[config.mk]
export PLATFORM = sky130hd
export DESIGN_NAME = tx_flag_collector
export DESIGN_NICKNAME = d
export VERILOG_FILES = /design/src/rtl/tx_flag_collector_pkg.sv /design/src/rtl/tx_flag_collector_sync_fifo.sv /design/src/rtl/tx_flag_collector.sv
export SDC_FILE = /design/constraint.sdc
export NUM_CORES = 1
export LEC_CHECK = 0
export BUFFER_PORTS_ARGS = -buffer_cell sky130_fd_sc_hd__buf_2
export CORE_UTILIZATION = 35
export DETAILED_ROUTE_END_ITERATION = 8
export MAX_ROUTING_LAYER = met4
export RECOVER_POWER = 25
export SLEW_MARGIN = 25
export SYNTH_ARGS = -nofsm -noshare
export SYNTH_HDL_FRONTEND = slang
export SYNTH_SLANG_ARGS = --single-unit
[constraint.sdc]
create_clock -name REF_CLK -period 3.8 [get_ports REF_CLK]
set_clock_uncertainty 0.2 [all_clocks]
set_input_delay 0.57 -clock REF_CLK [delete_from_list [all_inputs] [get_ports REF_CLK]]
set_output_delay 0.57 -clock REF_CLK [all_outputs]
set_load 0.02 [all_outputs]
[src/rtl/tx_flag_collector_pkg.sv]
// Shared defaults, FSM state type and width helper for the TX flag collector.
package tx_flag_collector_pkg;

  localparam int DEF_DATA_WIDTH = 8;
  localparam int DEF_DEPTH      = 8;
  localparam int DEF_TIMEOUT    = 32;
  localparam int DEF_LEN_WIDTH  = 8;

  typedef enum logic {
    IDLE = 1'b0,
    RECV = 1'b1
  } fc_state_e;

  // Occupancy needs one extra bit so that DEPTH itself is representable.
  function automatic int cnt_w(input int depth);
    return $clog2(depth) + 1;
  endfunction

endpackage

[src/rtl/tx_flag_collector_sync_fifo.sv]
// Synchronous FIFO with registered read port; a pop on an empty FIFO is ignored.
module tx_flag_collector_sync_fifo
  import tx_flag_collector_pkg::*;
#(
  parameter int DATA_WIDTH = DEF_DATA_WIDTH,
  parameter int DEPTH      = DEF_DEPTH
) (
  input  logic                      clk,
  input  logic                      rst_n,
  input  logic                      push,
  input  logic                      pop_req,
  input  logic [DATA_WIDTH-1:0]     wr_data,
  output logic [DATA_WIDTH-1:0]     rd_data,
  output logic                      rd_vld,
  output logic                      full,
  output logic                      empty,
  output logic [cnt_w(DEPTH)-1:0]   count,
  output logic                      push_ok
);

  localparam int PW = $clog2(DEPTH);
  localparam int CW = cnt_w(DEPTH);

  logic [DATA_WIDTH-1:0] mem [DEPTH];
  logic [PW-1:0]         wr_ptr, rd_ptr;
  logic                  pop_ok;

  assign empty   = (count == '0);
  assign full    = (count == CW'(DEPTH));
  assign pop_ok  = pop_req & ~empty;
  // A full FIFO still accepts a write when a pop frees the head slot this cycle.
  assign push_ok = push & (~full | pop_ok);

  always_ff @(posedge clk) begin
    if (push_ok) mem[wr_ptr] <= wr_data;
  end

  always_ff @(posedge clk or negedge rst_n) begin
    if (!rst_n) begin
      wr_ptr  <= '0;
      rd_ptr  <= '0;
      count   <= '0;
      rd_data <= '0;
      rd_vld  <= 1'b0;
    end else begin
      rd_vld <= pop_ok;
      if (push_ok) wr_ptr <= wr_ptr + PW'(1);
      if (pop_ok) begin
        rd_ptr  <= rd_ptr + PW'(1);
        rd_data <= mem[rd_ptr];
      end
      case ({push_ok, pop_ok})
        2'b10:   count <= count + CW'(1);
        2'b01:   count <= count - CW'(1);
        default: count <= count;
      endcase
    end
  end

endmodule

[src/rtl/tx_flag_collector.sv]
// Turns held TX valids into single captures, buffers them, and closes frames on idle timeout.
module tx_flag_collector
  import tx_flag_collector_pkg::*;
#(
  parameter int DATA_WIDTH = DEF_DATA_WIDTH,
  parameter int DEPTH      = DEF_DEPTH,
  parameter int TIMEOUT    = DEF_TIMEOUT,
  parameter int LEN_WIDTH  = DEF_LEN_WIDTH
) (
  input  logic                    REF_CLK,
  input  logic                    RST_REF,
  input  logic [DATA_WIDTH-1:0]   RX_DATA,
  input  logic                    RX_VLD,
  input  logic                    RD_EN,
  input  logic                    CLR_OVF,
  output logic [DATA_WIDTH-1:0]   RD_DATA,
  output logic                    RD_VLD,
  output logic                    EMPTY,
  output logic                    FULL,
  output logic [cnt_w(DEPTH)-1:0] COUNT,
  output logic                    FRAME_DONE,
  output logic [LEN_WIDTH-1:0]    FRAME_LEN,
  output logic                    OVERFLOW
);

  localparam int TW = $clog2(TIMEOUT);

  fc_state_e            state, state_n;
  logic [TW-1:0]        timer, timer_n;
  logic [LEN_WIDTH-1:0] fcnt, fcnt_n;
  logic                 vld_q, cap, acc, drop, fire;

  assign cap  = RX_VLD & ~vld_q;
  assign drop = cap & ~acc;

  tx_flag_collector_sync_fifo #(
    .DATA_WIDTH(DATA_WIDTH),
    .DEPTH     (DEPTH)
  ) u_fifo (
    .clk     (REF_CLK),
    .rst_n   (RST_REF),
    .push    (cap),
    .pop_req (RD_EN),
    .wr_data (RX_DATA),
    .rd_data (RD_DATA),
    .rd_vld  (RD_VLD),
    .full    (FULL),
    .empty   (EMPTY),
    .count   (COUNT),
    .push_ok (acc)
  );

  always_ff @(posedge REF_CLK or negedge RST_REF) begin
    if (!RST_REF) begin
      vld_q      <= 1'b0;
      state      <= IDLE;
      timer      <= '0;
      fcnt       <= '0;
      FRAME_DONE <= 1'b0;
      FRAME_LEN  <= '0;
      OVERFLOW   <= 1'b0;
    end else begin
      vld_q      <= RX_VLD;
      state      <= state_n;
      timer      <= timer_n;
      fcnt       <= fcnt_n;
      FRAME_DONE <= fire;
      if (fire) FRAME_LEN <= fcnt;
      if (drop)         OVERFLOW <= 1'b1;
      else if (CLR_OVF) OVERFLOW <= 1'b0;
    end
  end

  // Timeout only advances on low RX_VLD, so a capture always beats a pending close.
  always_comb begin
    state_n = state;
    timer_n = timer;
    fcnt_n  = fcnt;
    fire    = 1'b0;
    case (state)
      IDLE: begin
        if (acc) begin
          state_n = RECV;
          fcnt_n  = LEN_WIDTH'(1);
          timer_n = '0;
        end
      end
      RECV: begin
        if (acc) begin
          fcnt_n  = (fcnt == '1) ? fcnt : fcnt + LEN_WIDTH'(1);
          timer_n = '0;
        end else if (drop) begin
          timer_n = '0;
        end else if (!RX_VLD) begin
          if (timer == TW'(TIMEOUT - 1)) begin
            fire    = 1'b1;
            state_n = IDLE;
            fcnt_n  = '0;
            timer_n = '0;
          end else begin
            timer_n = timer + TW'(1);
          end
        end
      end
      default: state_n = IDLE;
    endcase
  end

endmodule
Word level (Yosys, flattened, before mapping)
Memories as Yosys holds them, arrays and structs flattened. A register that Yosys moved wholly into a read port is not among the register bits. Index checks and enable logic that the tools add are counted.

Add/sub/neg operators: 6. Reductions and logical operators: 6. Multiplexer cells: 28. Eq/ne operators: 11. Bitwise operators: 10.

Operators with widths (number): 8-bit 2-to-1 mux (6); 5-bit 2-to-1 mux (5); 8-bit case mux with 2 select lines (1); 1-bit 2-to-1 mux (13); 5-bit case mux with 2 select lines (1); 8-bit by 1-bit adder with 8-bit output (second input constant) (1); 8-bit == test (second input constant) (1); 4-bit case mux with 2 select lines (1); 3-bit by 1-bit adder with 3-bit output (second input constant) (2); 3-bit inequality test (second input constant) (2); 5-bit by 1-bit adder with 5-bit output (second input constant) (1); 5-bit == test (second input constant) (1); 1-bit inverter (5); 5-bit AND reduction (1); 4-bit by 1-bit adder with 4-bit output (second input constant) (1); 1-bit AND (4); 4-bit == test (second input constant) (1); 4-bit zero test (1); 4-bit by 2-bit inequality test with 1-bit output (second input constant) (1); 2-bit nonzero test (2); 4-bit by 1-bit subtractor with 4-bit output (second input constant) (1); 3-bit by 1-bit inequality test with 1-bit output (second input constant) (1); 3-bit by 2-bit inequality test with 1-bit output (second input constant) (1); 2-bit by 1-bit == test with 1-bit output (second input constant) (1); other kinds (6) (6).

RAM bits: 64. Bits of input ports: 13. Output and inout bits: 25. Word-level logic and storage cells: 73. Memories: 1. Flip-flop bits (word level): 36.

Memories: u_fifo.mem (words 8, width 8, read ports 1, clocked after Yosys merged registers in 1, write ports 1, RTL line tx_flag_collector_sync_fifo.sv:24) `logic [DATA_WIDTH-1:0] mem [DEPTH];`.

Logic depth before layout (Yosys ltp)
Gate-level depths: netlist of run 1.

Depth after elaboration: 10. Depth in mapped cells: 12. Mapped depth without buffers: 9.

Hierarchy
Synthesis of run 1 repeated with hierarchy kept, for this count alone.

Cells, all modules: 322. Area total of the unflattened synthesis: 4584.4 um2.

By module, submodules not included: tx_flag_collector_sync_fifo (seq. area each 2397.3 um2, cells an instance 214, area each 3395.8 um2, instances 1); tx_flag_collector (seq. area each 625.6 um2, cells an instance 108, area each 1188.6 um2, instances 1).

Least setup slack after synthesis of run 1
No wires, ideal clock.

Path type: register -> register. Start point: reg u_fifo.count[0]. End point: reg u_fifo.count[3]. Arrival: 2.682 ns. Stages on the path, launching flop included: 13. Clock period less this slack: 2.963 ns. Slack: 0.837 ns. Setup time: 0.081 ns. Cells stage by stage: dfrtp_1 > buf_6 > nor4b_4 > a21oi_2 > inv_2 > buf_6 > buf_4 > ha_1 > ha_1 > a21o_1 > a21oi_1 > mux2i_1 > xnor2_1.

Elaborated cells on any way between the ends: 13. Classes of those cells: add/sub (2); eq/ne (3); mux (1); bitwise (5); reduce/logical (2).

RTL lines: start, declared (RTL line tx_flag_collector_sync_fifo.sv:17) `output logic [cnt_w(DEPTH)-1:0] count,`; start signal, assigned (RTL line tx_flag_collector_sync_fifo.sv:53) `2'b10: count <= count + CW'(1);`; start signal, assigned (RTL line tx_flag_collector_sync_fifo.sv:54) `2'b01: count <= count - CW'(1);`; start signal, assigned (RTL line tx_flag_collector_sync_fifo.sv:55) `default: count <= count;`; 4-bit == test * (RTL line tx_flag_collector_sync_fifo.sv:29) `assign full = (count == CW'(DEPTH));`; named net FULL (RTL line tx_flag_collector.sv:19) `output logic FULL,`; 1-bit inverter * (RTL line tx_flag_collector_sync_fifo.sv:32) `assign push_ok = push & (~full | pop_ok);`; 1-bit OR * (RTL line tx_flag_collector_sync_fifo.sv:32); 1-bit AND * (RTL line tx_flag_collector_sync_fifo.sv:32); 2-bit by 1-bit == test with 1-bit output / 2-bit == test (equally long branches) (RTL line tx_flag_collector_sync_fifo.sv:52) `case ({push_ok, pop_ok})`; 4-bit case mux with 2 select lines / 2-bit nonzero test (equally long branches).

Mark *: on every way through the listed nets, which the timed path passes. The rest lies on a longest branch. A chain may end at the register's enable or synchronous reset.

Final worst setup path of run 1
Start point: reg u_fifo.count[0]. End point: reg u_fifo.count[3].

Longest elaborated chain between the ends: 7. Elaborated cells on any way between the ends: 13. Classes of those cells: add/sub (2); eq/ne (3); mux (1); bitwise (5); reduce/logical (2).

RTL lines: 4-bit zero test (RTL line tx_flag_collector_sync_fifo.sv:28) `assign empty = (count == '0);`; 1-bit inverter (RTL line tx_flag_collector_sync_fifo.sv:30) `assign pop_ok = pop_req & ~empty;`; 1-bit AND (RTL line tx_flag_collector_sync_fifo.sv:30); 1-bit OR (RTL line tx_flag_collector_sync_fifo.sv:32); 1-bit AND (RTL line tx_flag_collector_sync_fifo.sv:32); 2-bit by 1-bit == test with 1-bit output / 2-bit == test (equally long branches) (RTL line tx_flag_collector_sync_fifo.sv:52); 4-bit case mux with 2 select lines / 2-bit nonzero test (equally long branches).

Several ways; a longest one is shown, not always the timed one.

==> results of run 1 <==
==> critical path, cell delays in order, from the launching register on <==
cell,delay [ns]
dfrtp_1,0.50
nor4b_4,0.43
a21oi_2,0.11
buf_4,0.18
inv_2,0.31
ha_1,0.29
ha_1,0.26
a21o_1,0.18
a21oi_1,0.16
mux2i_1,0.23
xnor2_1,0.13
==> power groups by stage <==
| stage | Clock, mW | Combinational (mW) | Sequential [mW] |
|---|---|---|---|
| after floorplan | 0 | 0.712 | 1.71 |
| after global placement | 0 | 0.899 | 1.79 |
| after detailed placement | 0 | 0.916 | 1.80 |
| after CTS | 1.03 | 0.916 | 1.78 |
| after global routing | 1.08 | 1.01 | 1.81 |
| final | 1.01 | 0.898 | 1.77 |
==> area by class of cell <==
| type | instances | area, sq um |
|---|---|---|
| repair buffers | 48 | 259 |
| clock inverters | 7 | 96.3 |
| flip-flops and latches | 108 | 3020 |
| fillers | 1192 | 7380 |
| inverters | 10 | 37.5 |
| clock buffers | 9 | 225 |
| multi-input cells | 183 | 1440 |
| well taps | 172 | 215 |
==> final timing paths <==
check | slack (ns) | endpoint | start
hold / removal | 0.02 | FRAME_LEN[0] | RST_REF
setup reg to reg | 0.74 | u_fifo.count[3] | u_fifo.count[0]
setup / recovery | 0.74 | u_fifo.count[3] | u_fifo.count[0]
min in group REF_CLK | 0.27 | FRAME_LEN[2] | FRAME_LEN[2]
max in group asynchronous | 2.99 | u_fifo.rd_data[6] | RST_REF
hold reg to reg | 0.27 | FRAME_LEN[2] | FRAME_LEN[2]
==> cells in the final DEF (no fill, tap or decap), types with 3 or more instances in the layout <==
cell	synthesis	routed
mux4_2	16	16
buf_2	5	27
ha_1	8	8
xnor2_1	7	7
edfxtp_1	64	64
clkbuf_1	3	9
mux2i_1	10	10
nor2_1	8	8
inv_1	9	9
a21oi_1	6	6
dfrtp_1	44	44
o21ai_0	16	16
buf_4	2	12
a22o_1	5	5
nor3_1	3	3
nand3_1	11	11
clkbuf_16	0	9
or4_1	4	4
o211ai_1	5	5
nand2_1	52	52
==> kinds of logic after synthesis <==
group / count (synthesis) / synth area share, %
adder cells (fa/ha/maj): 9 / 2.63
AND/OR/NAND/NOR: 97 / 10.4
flip-flops: 108 / 66.3
multiplexers: 26 / 10.1
XOR/XNOR: 9 / 1.73
buffers and inverters: 25 / 2.69
AO/OA/AOI/OAI: 42 / 6.20
==> layer usage <==
metal,track usage [%],vias up,share of wire (%)
li1,-,1275,-
met1,19.3,1313,47
met2,20.4,41,47
met3,4.41,11,4.3
met4,5.38,0,1.7
met5,-,-,0
==> state kept, by name, indices dropped and copies added, names as in the netlist, 3 cells and up <==
register        cells
u_fifo.mem         64
FRAME_LEN           8
fcnt                8
u_fifo.rd_data      8
timer               5
u_fifo.count        4
u_fifo.rd_ptr       3
u_fifo.wr_ptr       3
==> metrics by stage <==
step / instance area (sq um) / hold slack, ns
floorplan: 4560 / 0.0744
global placement: 4980 / 0.256
finish: 5300 / 0.0168
detailed placement: 4980 / 0.261
CTS: 5300 / 0.208
global route: 5300 / 0.0653
==> out/qor.txt, run 1 <==
Clock Latency Late Sink = 0.35 ns
CTS tree = done
top cell type by total area after synthesis = edfxtp_1
Synth Instances = 316
Syn Nets = 338
critical path arrival = 3.14 ns
switching portion of total power = 31.8%
Cell Area, Synth = 4560 sq um
IO Count = 38
Synth async-reset ratio = 40.7%
largest net degree at the start of global routing = 45
Post-synth EDFFs = 64
antenna cell count = 0
total power = 3.67 mW
Synth-to-Final Area Change = 16.1%
H-tree depth = 3
top cells by count, synth = 64 x edfxtp_1, 52 x nand2_1, 44 x dfrtp_1
Final ANT Viol Nets = 0
sw power = 1.17 mW
Die Width = 116 um
routed wire length = 8.46 mm
IO Port Bufs = 37
DR WL/cell = 15.8 um
top-count cell post-synth = edfxtp_1
detailed placement HPWL = 5.42 mm
reg2reg path depth = 10
Clock Power Share = 27.4%
cell internal pwr = 2.51 mW
fin worst setup slack = 0.736 ns
grt ovf = 0
post-layout util = 41.8%
Comb power frac = 24.4%
Cell Count, Final, Fillers Out = 537
hold-fix buffers at CTS = 0
YS warnings = 0
Clock Path Buffers = 2
vias in the first global route = 2,574
Slew headroom = 44.1%
post-layout minimum cycle time = 3.06 ns
Iteration-0 DRC Markers = 162
chip height = 116 um
share of the synthesized area in the top cell type = 42.1%
syn avg cell area = 14.4 sq um
Final Cycle Share = 80.6%
max-cap viol count = 0
status = completed
nets = 382
sequential share of power = 48.2%
worst-path fanout max = 23
Peak VDD IR = 293 uV
DR DRC count = 0
Max Fclk = 326 MHz
die area = 13,500 sq um
CP Launch Type = flop
routability cong. = 0.781
Vias/cell = 4.92
Core Rows = 41
Distinct cells, synth = 46
CP endpoint kind = flop
post-CTS sizing = 0
Final Hold Vio Count = 0
root buf cell = clkbuf_16
first-pass GRT wire length = 13.6 mm
initial antenna violation count = 0
post-placement cell count = 521
Setup violations, final = 0
Seq/Total Area, Yosys = 66.3%
post-route setup TNS = 0 ns
Vias = 2,640
pwr/cell area = 694 nW/um^2
RSZ-0062 raised after global routing = false
Area contributors post-synth = edfxtp_1 42%, dfrtp_1 24%, mux4_2 7.9%, nand2_1 4.3%, ha_1 2.2%
count of state elements after synthesis = 108
TritonCTS Sinks = 108
CTS buffer count = 9
setup repair bufs after CTS = 0
dpl ws = 0.757 ns
Worst-path clk slew = 0.07 ns
share of cells above drive strength 1 = 21.1%
kind of critical path = reg -> reg
Crit path required time = 3.88 ns
GR Util All Layers = 14.3%
drt pass-1 iters = 6
count of pins over their slew limit = 0
Initial Util = 36.0%
Pleak = 2.08 nW
Worst-Margin Slew = 0.838 ns
ys flop type = edfxtp_1
Worst Hold Class = in -> async
Core Area = 12,700 sq um
Note: power is estimated with default switching activity, not from simulation.
==> run 2, diff against run 1 <==
==> constraint.sdc (replaced) <==
create_clock -name REF_CLK -period 3.1 [get_ports REF_CLK]
set_clock_uncertainty 0.2 [all_clocks]
set_input_delay 0.465 -clock REF_CLK [delete_from_list [all_inputs] [get_ports REF_CLK]]
set_output_delay 0.465 -clock REF_CLK [all_outputs]
set_load 0.02 [all_outputs]
==> run 2 against run 1 <==
Cell area is 0.64% higher. Combinational power grew 28%. Wire length increased by 0.56%. Total power grew 22%. Highest routed layer unchanged. Register-to-register slack lost 0.23 ns. Sequential cell count stayed put. Clock power is 20% higher.
==> out/qor.txt, run 2 (synthesis gave the netlist of run 1 again) <==
status = completed
GR Util All Layers = 14.4%
initial antenna violation count = 0
Worst-path clk slew = 0.08 ns
max-cap viol count = 0
drt pass-1 iters = 4
RSZ-0062 raised after global routing = false
sw power = 1.46 mW
pwr/cell area = 840 nW/um^2
cell internal pwr = 3.02 mW
share of cells above drive strength 1 = 22.2%
die area = 13,500 sq um
Peak VDD IR = 326 uV
Clock Path Buffers = 2
CTS buffer count = 9
max reg flops = 64
Crit path required time = 3.17 ns
hold slack final = 0.159 ns
Final Cycle Share = 83.6%
Worst Setup EP = u_fifo.count[3]
sequential share of power = 47.3%
most frequent cells in the layout = 64 x edfxtp_1, 52 x nand2_1, 44 x dfrtp_1
routability cong. = 0.783
CP Launch Type = flop
routed wire length = 8.51 mm
Slew headroom = 47.7%
largest net degree at the start of global routing = 45
worst r2r dst = u_fifo.count[3]
Iteration-0 DRC Markers = 185
chip height = 116 um
antenna cell count = 0
Setup crit start = u_fifo.count[0]
Setup violations, final = 0
vias in the first global route = 2,538
Vias = 2,657
Core Rows = 41
nets = 386
Clock Power Share = 27.0%
DR WL/cell = 15.7 um
CTS tree = done
TritonCTS Sinks = 108
switching portion of total power = 32.6%
most common cell after layout, fill and taps aside = edfxtp_1
worst-path fanout max = 7
kind of critical path = reg -> reg
Comb power frac = 25.7%
count of pins over their slew limit = 0
DR DRC count = 0
Reg-to-Reg Start = u_fifo.count[0]
detailed placement HPWL = 5.37 mm
post-CTS sizing = 0
Synth-to-Final Area Change = 16.8%
H-tree depth = 3
Initial Util = 36.0%
IO Port Bufs = 37
R2R Setup Slk = 0.51 ns
Die Width = 116 um
Pleak = 2.10 nW
Vias/cell = 4.91
Final ANT Viol Nets = 0
critical path arrival = 2.67 ns
Max Fclk = 386 MHz
CP endpoint kind = flop
Most flops, register = u_fifo.mem
Clock Latency Late Sink = 0.35 ns
reg2reg path depth = 8
IO Count = 38
Core Area = 12,700 sq um
Worst Hold Class = in -> reg
post-route setup TNS = 0 ns
root buf cell = clkbuf_16
Worst-Margin Slew = 0.785 ns
Final Hold Vio Count = 0
post-layout minimum cycle time = 2.59 ns
grt ovf = 0
first-pass GRT wire length = 13.7 mm
## run 2: per-layer routing
layer / vias to the layer above / global-route usage [%] / share of wire [%]
li1: 1276 / - / -
met1: 1328 / 19.6 / 45
met2: 46 / 21.3 / 49
met3: 7 / 3.22 / 4.5
met4: 0 / 5.13 / 1.1
met5: - / - / 0
## run 2: worst max-delay path: stages (launching register included)
cell and delay [ns]:
dfrtp_1 0.50, o41ai_4 0.42, inv_1 0.14, ha_1 0.25
ha_1 0.28, a21o_1 0.18, a21oi_1 0.17, mux2i_1 0.24
xnor2_1 0.13
## run 2: worst min path at each step
stage,from,end,slack [ns],cells after the start
floorplan,RST_REF,FRAME_DONE,-0.03,0
global placement,FRAME_LEN[2],FRAME_LEN[2],0.25,2
detailed placement,FRAME_LEN[2],FRAME_LEN[2],0.26,2
CTS,RX_VLD,vld_q,0.10,1
global route,RX_VLD,vld_q,0.17,1
finish,RX_VLD,vld_q,0.16,1
## run 2: area by class of cell
type,count,area [sq um]
Fill cell,1146,7340
Inverter,10,37.5
Multi-Input combinational cell,183,1440
Timing Repair Buffer,52,292
Clock inverter,7,97.6
Sequential cell,108,3020
Tap cell,172,215
Clock buffer,9,225
## run 2: metrics by stage
step	cells	instance area (sq um)	total power [mW]	worst slack [ns]	util (%)
6_report	541	5330	4.48	0.507	42.1
5_1_grt	541	5330	4.74	0.386	42.1
4_1_cts	541	5340	4.53	0.459	42.1
3_5_place_dp	524	5010	3.32	0.477	39.5
3_3_place_gp	524	5000	3.28	0.587	39.5
2_1_floorplan	316	4560	2.96	0.137	-
## run 2: power by group through the flow
stage	Combinational (mW)	Clock (mW)	Sequential (mW)
floorplan	0.872	0	2.09
global placement	1.14	0	2.14
detailed placement	1.17	0	2.15
CTS	1.17	1.23	2.13
global route	1.28	1.29	2.17
finish	1.15	1.21	2.12
## run 2: repair_timing
item                      CTS  global route
hold endpoints to repair   44             0
setup buffers               0             0
hold buffers                1             0
==> run 3, diff against run 2 <==
==> constraint.sdc (replaced) <==
create_clock -name REF_CLK -period 2.25 [get_ports REF_CLK]
set_clock_uncertainty 0.2 [all_clocks]
set_input_delay 0.3375 -clock REF_CLK [delete_from_list [all_inputs] [get_ports REF_CLK]]
set_output_delay 0.3375 -clock REF_CLK [all_outputs]
set_load 0.02 [all_outputs]
==> run 3 against run 2 <==
The flow now finishes with violations (setup timing). Cell area grew 5.0%. Register-to-register slack lost 0.54 ns. Largest power group unchanged. Via count grew 2.2%. Largest cell class unchanged. Core utilization grew 2.1 points. Highest routed layer unchanged. Sequential cell count is the same. Hold slack lost 0.063 ns.
==> out/qor.txt, run 3 (synthesis gave the netlist of run 1 again) <==
violated checks = setup timing
area of the multi-input gates = 1520 sq um
Initial Util = 36.0%
Fillers = 1,141
max-cap viol count = 0
GR Util All Layers = 14.1%
max reg flops = 64
Setup violations, final = 1
Worst-Margin Slew = 0.582 ns
CTS buffer count = 9
IO Port Bufs = 37
Most flops, register = u_fifo.mem
first-pass GRT wire length = 13.6 mm
DR DRC count = 0
post-layout minimum cycle time = 2.28 ns
Final ANT Viol Nets = 0
CP endpoint kind = flop
DR WL/cell = 15.5 um
routability cong. = 0.819
root buf cell = clkbuf_16
Clock Power Share = 26.5%
TritonCTS Sinks = 108
switching portion of total power = 31.2%
Peak VDD IR = 398 uV
Iteration-0 DRC Markers = 216
Slew headroom = 61.2%
Core Area = 12,700 sq um
dpl ws = -0.0384 ns
nets = 404
worst-path fanout max = 5
Clock Path Buffers = 2
most common cell after layout, fill and taps aside = edfxtp_1
IO Count = 38
RSZ-0062 raised after global routing = true
grt ovf = 0
Worst-path clk slew = 0.07 ns
share of cells above drive strength 1 = 29.5%
detailed placement HPWL = 5.76 mm
Final Cycle Share = 101%
Die Width = 116 um
Pleak = 2.21 nW
pwr/cell area = 1160 nW/um^2
Core Rows = 41
chip height = 116 um
initial antenna violation count = 0
routed wire length = 8.65 mm
H-tree depth = 3
hold slack final = 0.0964 ns
antenna cell count = 0
Comb power frac = 30.6%
R2R Setup Slk = -0.03 ns
kind of critical path = reg -> reg
Synth-to-Final Area Change = 22.7%
largest net degree at the start of global routing = 23
CP Launch Type = flop
Crit path required time = 2.32 ns
Vias = 2,715
vias in the first global route = 2,548
Worst Hold Class = in -> reg
Final Hold Vio Count = 0
count of pins over their slew limit = 0
sw power = 2.04 mW
cell internal pwr = 4.48 mW
drt pass-1 iters = 4
die area = 13,500 sq um
most frequent cells in the layout = 64 x edfxtp_1, 51 x nand2_1, 41 x dfrtp_1
Clock Latency Late Sink = 0.34 ns
sequential share of power = 42.9%
register area = 3030 sq um
fin worst setup slack = -0.0290 ns
critical path arrival = 2.34 ns
post-layout util = 44.2%
status = finished, violations left
CTS tree = done
Vias/cell = 4.86
Max Fclk = 439 MHz
==> run 3: changes by cell type in the layout (fill, tap and decap cells not counted), moves of 3 or more <==
cell / before / now
dfrtp_2: 0 / 3
inv_8: 3 / 0
buf_4: 15 / 28
dfrtp_1: 44 / 41
buf_12: 0 / 3
nor3_1: 3 / 0
==> run 3: metal layers <==
metal / vias to the layer above / GRT usage (%) / wire, um
li1: 1314 / - / -
met1: 1366 / 20.0 / 4310
met2: 29 / 19.8 / 4040
met3: 6 / 2.96 / 201
met4: 0 / 5.38 / 87
met5: - / - / 0
==> run 3: area by class of cell <==
type	count	share of cell area (%)
Tap cell	172	3.85
Multi-Input combinational cell	183	27.2
Sequential cell	108	54.1
Clock inverter	4	1.39
Clock buffer	12	4.58
Timing Repair Buffer	70	8.20
Inverter	10	0.671
==> run 3: final timing paths <==
path	cells after the start	from	end
min	3	CLR_OVF	OVERFLOW
max	8	u_fifo.count[0]	u_fifo.count[3]
max reg2reg	8	u_fifo.count[0]	u_fifo.count[3]
min in group asynchronous	2	RST_REF	FRAME_DONE
max in group asynchronous	3	RST_REF	u_fifo.count[2]
min reg2reg	2	u_fifo.rd_data[2]	u_fifo.rd_data[2]
==> run 3: what timing repair did <==
action                     in CTS  in global routing
setup endpoints to repair       1                 34
resized for setup               1                  3
hold buffers                    1                  0
hold endpoints to repair       22                  0
setup buffers                   2                  0
pin swaps                       2                  1
==> run 3: per-stage QoR <==
stage | std cells | power [mW] | instance area (sq um) | setup TNS (ns)
after floorplan | 316 | 4.19 | 4650 | -12.76
after detailed placement | 540 | 4.85 | 5240 | -0.0384
after global placement | 540 | 4.80 | 5240 | -0.0153
final | 559 | 6.52 | 5600 | -0.0290
after CTS | 559 | 6.59 | 5600 | -0.0493
after global routing | 559 | 6.89 | 5600 | -0.119
==> run 3: worst max-delay path: stages (launching register included) <==
cell and delay, ns:
dfrtp_2 0.46, o41ai_4 0.39, inv_2 0.09, ha_4 0.19, ha_4 0.21, a21o_1 0.16
a21oi_2 0.13, mux2i_1 0.25, xnor2_1 0.14
==> run 3: power by group through the flow <==
| stage | clock (mW) | sequential [mW] | combinational, mW |
|---|---|---|---|
| 2_1_floorplan | 0 | 2.91 | 1.27 |
| 3_3_place_gp | 0 | 2.82 | 1.98 |
| 3_5_place_dp | 0 | 2.83 | 2.02 |
| 4_1_cts | 1.76 | 2.80 | 2.03 |
| 5_1_grt | 1.84 | 2.85 | 2.20 |
| 6_report | 1.73 | 2.80 | 1.99 |
